`config.mk`:
```
export PLATFORM = sky130hd
export DESIGN_NAME = data_mem_ctrl_flat
export DESIGN_NICKNAME = d
export VERILOG_FILES = /design/src/rtl/data_mem_ctrl_if.sv /design/src/rtl/data_mem_ctrl.sv /design/src/flat_wrapper.sv
export SDC_FILE = /design/constraint.sdc
export NUM_CORES = 1
export LEC_CHECK = 0
export BUFFER_PORTS_ARGS = -buffer_cell sky130_fd_sc_hd__buf_4
export CORE_MARGIN = 2
export CORE_UTILIZATION = 30
export CTS_BUF_LIST = sky130_fd_sc_hd__clkbuf_8
export DETAILED_ROUTE_END_ITERATION = 6
export PLACE_DENSITY = 0.66
export SYNTH_ARGS = -nofsm -noshare
export SYNTH_HDL_FRONTEND = slang
export SYNTH_SLANG_ARGS = --single-unit
```
`constraint.sdc`:
```
create_clock -name clk -period 2.9 [get_ports clk]
set_input_delay 0.145 -clock clk [delete_from_list [all_inputs] [get_ports clk]]
set_output_delay 0.145 -clock clk [all_outputs]
set_load 0.01 [all_outputs]
```
`src/rtl/data_mem_ctrl_if.sv`:
```
// Data-memory bus between the MEM-stage access controller (master) and memory (slave).
interface data_mem_ctrl_if #(
  parameter int ADDR_W = 32,
  parameter int DATA_W = 32
);
  logic              bus_req;
  logic              bus_we;
  logic [ADDR_W-1:0] bus_addr;
  logic [3:0]        bus_be;
  logic [DATA_W-1:0] bus_wdata;
  logic              bus_gnt;
  logic              bus_rvalid;
  logic [DATA_W-1:0] bus_rdata;

  modport master (
    output bus_req, bus_we, bus_addr, bus_be, bus_wdata,
    input  bus_gnt, bus_rvalid, bus_rdata
  );
  modport slave (
    input  bus_req, bus_we, bus_addr, bus_be, bus_wdata,
    output bus_gnt, bus_rvalid, bus_rdata
  );
endinterface

```
`src/rtl/data_mem_ctrl.sv`:
```
// MEM-stage load/store controller: runs one bus access per instruction, formats load
// data and store lanes, and reports busy to the hazard unit through mem_ready.
module data_mem_ctrl #(
  parameter int ADDR_W = 32,
  parameter int DATA_W = 32
) (
  input  logic              clk,
  input  logic              rst,
  input  logic              mem_read,
  input  logic              mem_write,
  input  logic              pipe_advance,
  input  logic [2:0]        funct3,
  input  logic [ADDR_W-1:0] addr,
  input  logic [DATA_W-1:0] wdata,
  output logic              mem_ready,
  output logic [DATA_W-1:0] rdata,
  output logic              mem_err,
  data_mem_ctrl_if.master   bus
);
  typedef enum logic [1:0] {IDLE, REQ, WAIT_R, ERR} state_t;

  state_t            state, next_state;
  logic              served, start, legal, aligned, done;
  logic              we_q;
  logic [2:0]        f3_q;
  logic [1:0]        off_q;
  logic [ADDR_W-1:0] addr_q;
  logic [3:0]        be_q, be_n;
  logic [DATA_W-1:0] wd_q, wd_n, rdata_q, load_fmt;
  logic [7:0]        rbyte;
  logic [15:0]       rhalf;

  assign start = (state == IDLE) && (mem_read || mem_write) && !served;

  always_comb begin
    legal = 1'b0;
    case (funct3)
      3'b000, 3'b001, 3'b010: legal = 1'b1;
      3'b100, 3'b101:         legal = mem_read;
      default:                legal = 1'b0;
    endcase
    aligned = 1'b1;
    case (funct3[1:0])
      2'b01:   aligned = !addr[0];
      2'b10:   aligned = (addr[1:0] == 2'b00);
      default: aligned = 1'b1;
    endcase
  end

  // Store lanes are computed from the live inputs and frozen at start, so the bus is stable
  // for however long the grant takes.
  always_comb begin
    be_n = 4'b1111;
    wd_n = wdata;
    case (funct3[1:0])
      2'b00: begin be_n = 4'b0001 << addr[1:0];              wd_n = {4{wdata[7:0]}};  end
      2'b01: begin be_n = addr[1] ? 4'b1100 : 4'b0011;       wd_n = {2{wdata[15:0]}}; end
      default: begin be_n = 4'b1111;                         wd_n = wdata;            end
    endcase
    if (mem_read) be_n = 4'b1111;
  end

  always_ff @(posedge clk) begin
    if (rst) state <= IDLE;
    else     state <= next_state;
  end

  always_comb begin
    next_state = state;
    case (state)
      IDLE:    if (start) next_state = (legal && aligned) ? REQ : ERR;
      REQ:     if (bus.bus_gnt) next_state = we_q ? IDLE : WAIT_R;
      WAIT_R:  if (bus.bus_rvalid) next_state = IDLE;
      ERR:     next_state = IDLE;
      default: next_state = IDLE;
    endcase
  end

  assign done = ((state == REQ) && bus.bus_gnt && we_q) ||
                ((state == WAIT_R) && bus.bus_rvalid) || (state == ERR);

  assign rbyte = bus.bus_rdata[{off_q, 3'b000} +: 8];
  assign rhalf = off_q[1] ? bus.bus_rdata[31:16] : bus.bus_rdata[15:0];

  always_comb begin
    case (f3_q)
      3'b000:  load_fmt = {{24{rbyte[7]}}, rbyte};
      3'b001:  load_fmt = {{16{rhalf[15]}}, rhalf};
      3'b100:  load_fmt = {24'b0, rbyte};
      3'b101:  load_fmt = {16'b0, rhalf};
      default: load_fmt = bus.bus_rdata;
    endcase
  end

  always_ff @(posedge clk) begin
    if (rst) begin
      we_q    <= 1'b0;
      f3_q    <= '0;
      off_q   <= '0;
      addr_q  <= '0;
      be_q    <= '0;
      wd_q    <= '0;
      rdata_q <= '0;
      served  <= 1'b0;
    end else begin
      if (start) begin
        we_q   <= !mem_read;
        f3_q   <= funct3;
        off_q  <= addr[1:0];
        addr_q <= {addr[ADDR_W-1:2], 2'b00};
        be_q   <= be_n;
        wd_q   <= wd_n;
        // Clearing here makes rdata read 0 during the error cycle itself
        if (!(legal && aligned)) rdata_q <= '0;
      end
      if ((state == WAIT_R) && bus.bus_rvalid) rdata_q <= load_fmt;
      if (done)              served <= 1'b1;
      else if (pipe_advance) served <= 1'b0;
    end
  end

  assign bus.bus_req   = (state == REQ);
  assign bus.bus_we    = we_q;
  assign bus.bus_addr  = addr_q;
  assign bus.bus_be    = be_q;
  assign bus.bus_wdata = wd_q;
  assign mem_ready     = (state == IDLE);
  assign mem_err       = (state == ERR);
  assign rdata         = rdata_q;
endmodule

```
`src/flat_wrapper.sv`:
```
// flat-port wrapper written by rule: the top's interface ports become plain ports
module data_mem_ctrl_flat 
#(
  parameter int ADDR_W = 32,
  parameter int DATA_W = 32
)
  (clk, rst, mem_read, mem_write, pipe_advance, funct3, addr, wdata, mem_ready, rdata, mem_err, bus_bus_req, bus_bus_we, bus_bus_addr, bus_bus_be, bus_bus_wdata, bus_bus_gnt, bus_bus_rvalid, bus_bus_rdata);
  data_mem_ctrl_if #(.ADDR_W(ADDR_W), .DATA_W(DATA_W)) bus_i ();
  input  logic clk;
  input  logic rst;
  input  logic mem_read;
  input  logic mem_write;
  input  logic pipe_advance;
  input  logic [2:0] funct3;
  input  logic [ADDR_W-1:0] addr;
  input  logic [DATA_W-1:0] wdata;
  output logic mem_ready;
  output logic [DATA_W-1:0] rdata;
  output logic mem_err;
  output wire logic [$bits(bus_i.bus_req)-1:0] bus_bus_req;
  output wire logic [$bits(bus_i.bus_we)-1:0] bus_bus_we;
  output wire logic [$bits(bus_i.bus_addr)-1:0] bus_bus_addr;
  output wire logic [$bits(bus_i.bus_be)-1:0] bus_bus_be;
  output wire logic [$bits(bus_i.bus_wdata)-1:0] bus_bus_wdata;
  input wire logic [$bits(bus_i.bus_gnt)-1:0] bus_bus_gnt;
  input wire logic [$bits(bus_i.bus_rvalid)-1:0] bus_bus_rvalid;
  input wire logic [$bits(bus_i.bus_rdata)-1:0] bus_bus_rdata;
  assign bus_bus_req = bus_i.bus_req;
  assign bus_bus_we = bus_i.bus_we;
  assign bus_bus_addr = bus_i.bus_addr;
  assign bus_bus_be = bus_i.bus_be;
  assign bus_bus_wdata = bus_i.bus_wdata;
  assign bus_i.bus_gnt = bus_bus_gnt;
  assign bus_i.bus_rvalid = bus_bus_rvalid;
  assign bus_i.bus_rdata = bus_bus_rdata;
  data_mem_ctrl #(.ADDR_W(ADDR_W), .DATA_W(DATA_W)) u_core (.clk(clk), .rst(rst), .mem_read(mem_read), .mem_write(mem_write), .pipe_advance(pipe_advance), .funct3(funct3), .addr(addr), .wdata(wdata), .mem_ready(mem_ready), .rdata(rdata), .mem_err(mem_err), .bus(bus_i));
endmodule
```
==> qor.yml <==
synthSimpleGateAreaFrac_pct: 17.0
r2r_setup_slack_ns: 0.66
yosys_warnings: 0
grt-ovfl-total: 0
postSynthAreaPerCell_um2: 8.62
synth_mux_area_share_pct: 2.60
post_cts_buffers: 0
grt_pass1_vias: 4500
relSlewSlack_pct: 46.2
ant_nets: 0
detail_route.wl_per_cell_um: 15.5
die_h_um: 130
initial_core_util_pct: 30.3
irDropWorstVdd_v: 0.000415
rsz0062_at_grt: "false"
tightest_slew_ns: 0.807
crit_end: "u_core.bus.bus_addr[18]$_SDFFE_PP0P_"
fmax_mhz: 444
critPathSlowestCell: "or3_2"
cts.clk_slew.worst_paths_ns: 0.11
synth.area.top_cells: "dfxtp_1 45%, nand2_1 7.7%, a21oi_1 5.9%"
synth-xor-area-share_pct: 0
dp_hpwl_um: 11000
dieWidth_um: 130
fillerInstances: 1556
slew_violations: 0
min_period_ns: 2.25
core-area_mm2: 0.0157
nNetsFinal: 888
pin_count: 210
ctsLongestPathBuffers: 2
path_class: "input port to flip-flop"
cp_common_cell: "buf_4"
clk_latency_ns: 0.38
synthFlopType: "dfxtp_1"
firstDrtPassIters: 4
arrival_ns: 2.57
setup_viol: 0
synth_area_mm2: 0.00476
rows: 46
synth_edf_count: 0
comb_power_share_pct: 34.9
synth_compound_area_share_pct: 28.0
route.detailed.drc: 0
globalplace.congestion: 0.805
worstSetupStartpointType: "input port"
clock-sinks: 107
p_leak_uw: 0.00320
synth_top_area_share_pct: 45.0
syn2layout_area_growth_pct: 48.6
cts_tree: "built"
ys_seq_area_share_pct: 45.0
rr_endpoint: "u_core.bus.bus_wdata[28]$_SDFFE_PP0P_"
setup_tns_ns: 0
die_area_mm2: 0.0169
p_clk_share_pct: 21.0
drive_gt1_share_pct: 31.9
grt_max_degree: 75
internal_power_uw: 2690
synth-adder-area-share_pct: 0.789
grt.total_usage_pct: 18.0
worstPathCellList: "dlygate4sd3_1, buf_4, nor2_1, or3_2, buf_4, nand2_1, a21oi_1"
critPathMaxFanout: 33
r2r-start: "u_core.state[0]$_SDFFE_PP0P_"
hold_violations: 0
outcome: "finished clean"
synth_top_family_by_area: "compound AO/OA/AOI/OAI gates"
netlist_instances: 552
cts-root-buf: "clkbuf_8"
cap_viol_max_count: 0
post-route-period-util_pct: 77.7
yosysUniqueCellTypes: 48
wl_um: 15500
cts_htree_levels: 3
cp.required_ns: 3.21
max_stage_delay_ns: 0.71
portBuffers: 207
first_iter_violations: 282
diodes: 0
crit_path_start: "mem_read"
power.density_mw_per_mm2: 586
finClkSkew_ns: 0.0106
yosysTopAreaCell: "dfxtp_1"
holdCritPathClass: "input port to flip-flop"
async_reset_ff_share_pct: 0
grt_pass1_wl_um: 23800
numCtsBuffers: 9
synth_seq_cells: 107
reg2reg_depth: 4
vias: 4776
switching_share_pct: 35.1
total_power_uw: 4140
power_frac_seq_pct: 44.1
antenna_found_initial: 0
power.switching_uw: 1460
viasPerCell: 4.78
crit_path_end_kind: "flip-flop"
[state kept, by name, indices dropped and copies added (netlist names)]
| signal | flops |
|---|---|
| u_core.bus.bus_addr | 30 |
| u_core.bus.bus_be | 4 |
| u_core.bus.bus_we | 1 |
| u_core.off_q | 2 |
| u_core.bus.bus_wdata | 32 |
| u_core.served | 1 |
| u_core.f3_q | 3 |
| u_core.rdata | 32 |
| u_core.state | 2 |
[per-layer routing]
layer / vias to the layer above / share of wire [%] / track usage (%)
met3: 6 / 8.9 / 6.52
met4: 0 / 0.57 / 3.98
met1: 2200 / 43 / 23.2
met5: - / 0 / 0
met2: 180 / 48 / 29.1
li1: 2390 / - / -
[stage by stage]
step	area [µm²]	setup slack [ns]	hold slack [ns]	util, %	cells
after floorplan	4760	0.890	0.241	-	553
after global placement	6480	0.649	0.392	41.3	943
after detailed placement	6480	0.589	0.395	41.3	943
after CTS	7070	0.649	0.00225	45.0	1000
after global routing	7070	0.466	0.00515	45.0	1000
final	7070	0.647	0.0298	45.0	1000
[worst min path at each step]
stage	slack, ns	start	end	depth (start not counted)
detailed placement	0.40	mem_read	u_core.bus.bus_we$_SDFFE_PP0P_	2
CTS	0.002	wdata[5]	u_core.bus.bus_wdata[5]$_SDFFE_PP0P_	3
global placement	0.39	addr[27]	u_core.bus.bus_addr[27]$_SDFFE_PP0P_	3
finish	0.03	wdata[2]	u_core.bus.bus_wdata[2]$_SDFFE_PP0P_	3
floorplan	0.24	mem_read	u_core.bus.bus_we$_SDFFE_PP0P_	1
global route	0.005	wdata[2]	u_core.bus.bus_wdata[2]$_SDFFE_PP0P_	3
[repair_timing]
item,4_1_cts,5_1_grt
resized for setup,0,0
hold endpoints to repair,41,0
hold buffers,41,0
[final cells by class]
| cell class | count | area [µm²] | area share (%) |
|---|---|---|---|
| multi-input combinational | 379 | 2320 | 32.8 |
| tap | 216 | 270 | 3.82 |
| timing repair buffer | 261 | 2090 | 29.5 |
| clock inverter | 7 | 50.0 | 0.708 |
| inverter | 21 | 78.8 | 1.12 |
| clock buffer | 9 | 124 | 1.75 |
| sequential | 107 | 2140 | 30.3 |
[placed cells by master, fill, tap and decap left out, types with 2 or more instances in the layout]
master and instances:
nand2b_1 15, o32ai_1 7, buf_4 218, nor2_1 39, a221oi_2 6, buf_12 2
clkbuf_8 9, nor2b_1 3, o221ai_1 2, o21ai_0 5, inv_6 2, mux2i_1 9
a221oi_1 2, a21oi_1 56, a21o_1 25, dlygate4sd3_1 41, o22ai_1 4, a2111oi_0 7
ha_1 3, nor3_1 8, conb_1 2, a311oi_1 3, a211oi_1 32, a22o_1 23
inv_1 21, clkinv_2 2, and2_1 8, a211o_1 2, dfxtp_1 107, nand2_1 98
[power groups by stage]
stage | logic (µW) | registers, µW | clock network, µW
floorplan | 728 | 1900 | 0
global placement | 1400 | 1860 | 0
detailed placement | 1420 | 1860 | 0
CTS | 1460 | 1830 | 904
global route | 1590 | 1860 | 966
finish | 1450 | 1830 | 869
[cell usage after synthesis, drive strengths merged (2+ instances only)]
cell type and number:
a2111oi 7, a211o 2, a211oi 32, a21o 25, a21oi 56, a221oi 8
a22o 23, a311oi 3, and2 8, buf 16, clkbuf 30, dfxtp 107
ha 3, inv 20, mux2i 9, nand2 98, nand2b 15, nor2 39
nor2b 3, nor3 9, o21ai 5, o221ai 2, o22ai 4, o311ai 2
o32ai 7, or3 2, or3b 2
[worst max-delay path: cells and delay by family]
kind,cells,cell delay (ns)
AND/OR/NAND/NOR,3,1.18
buffers and inverters,3,1.07
AO/OA/AOI/OAI,1,0.15
[cell families after synthesis]
family,count (synthesis)
DFF,107
other,1
and+or+nand+nor,182
adders and majority gates,3
muxes,11
AOI/OAI and AO/OA,181
buffers and inverters,67
No activity file was read; power rests on OpenSTA's default activity.
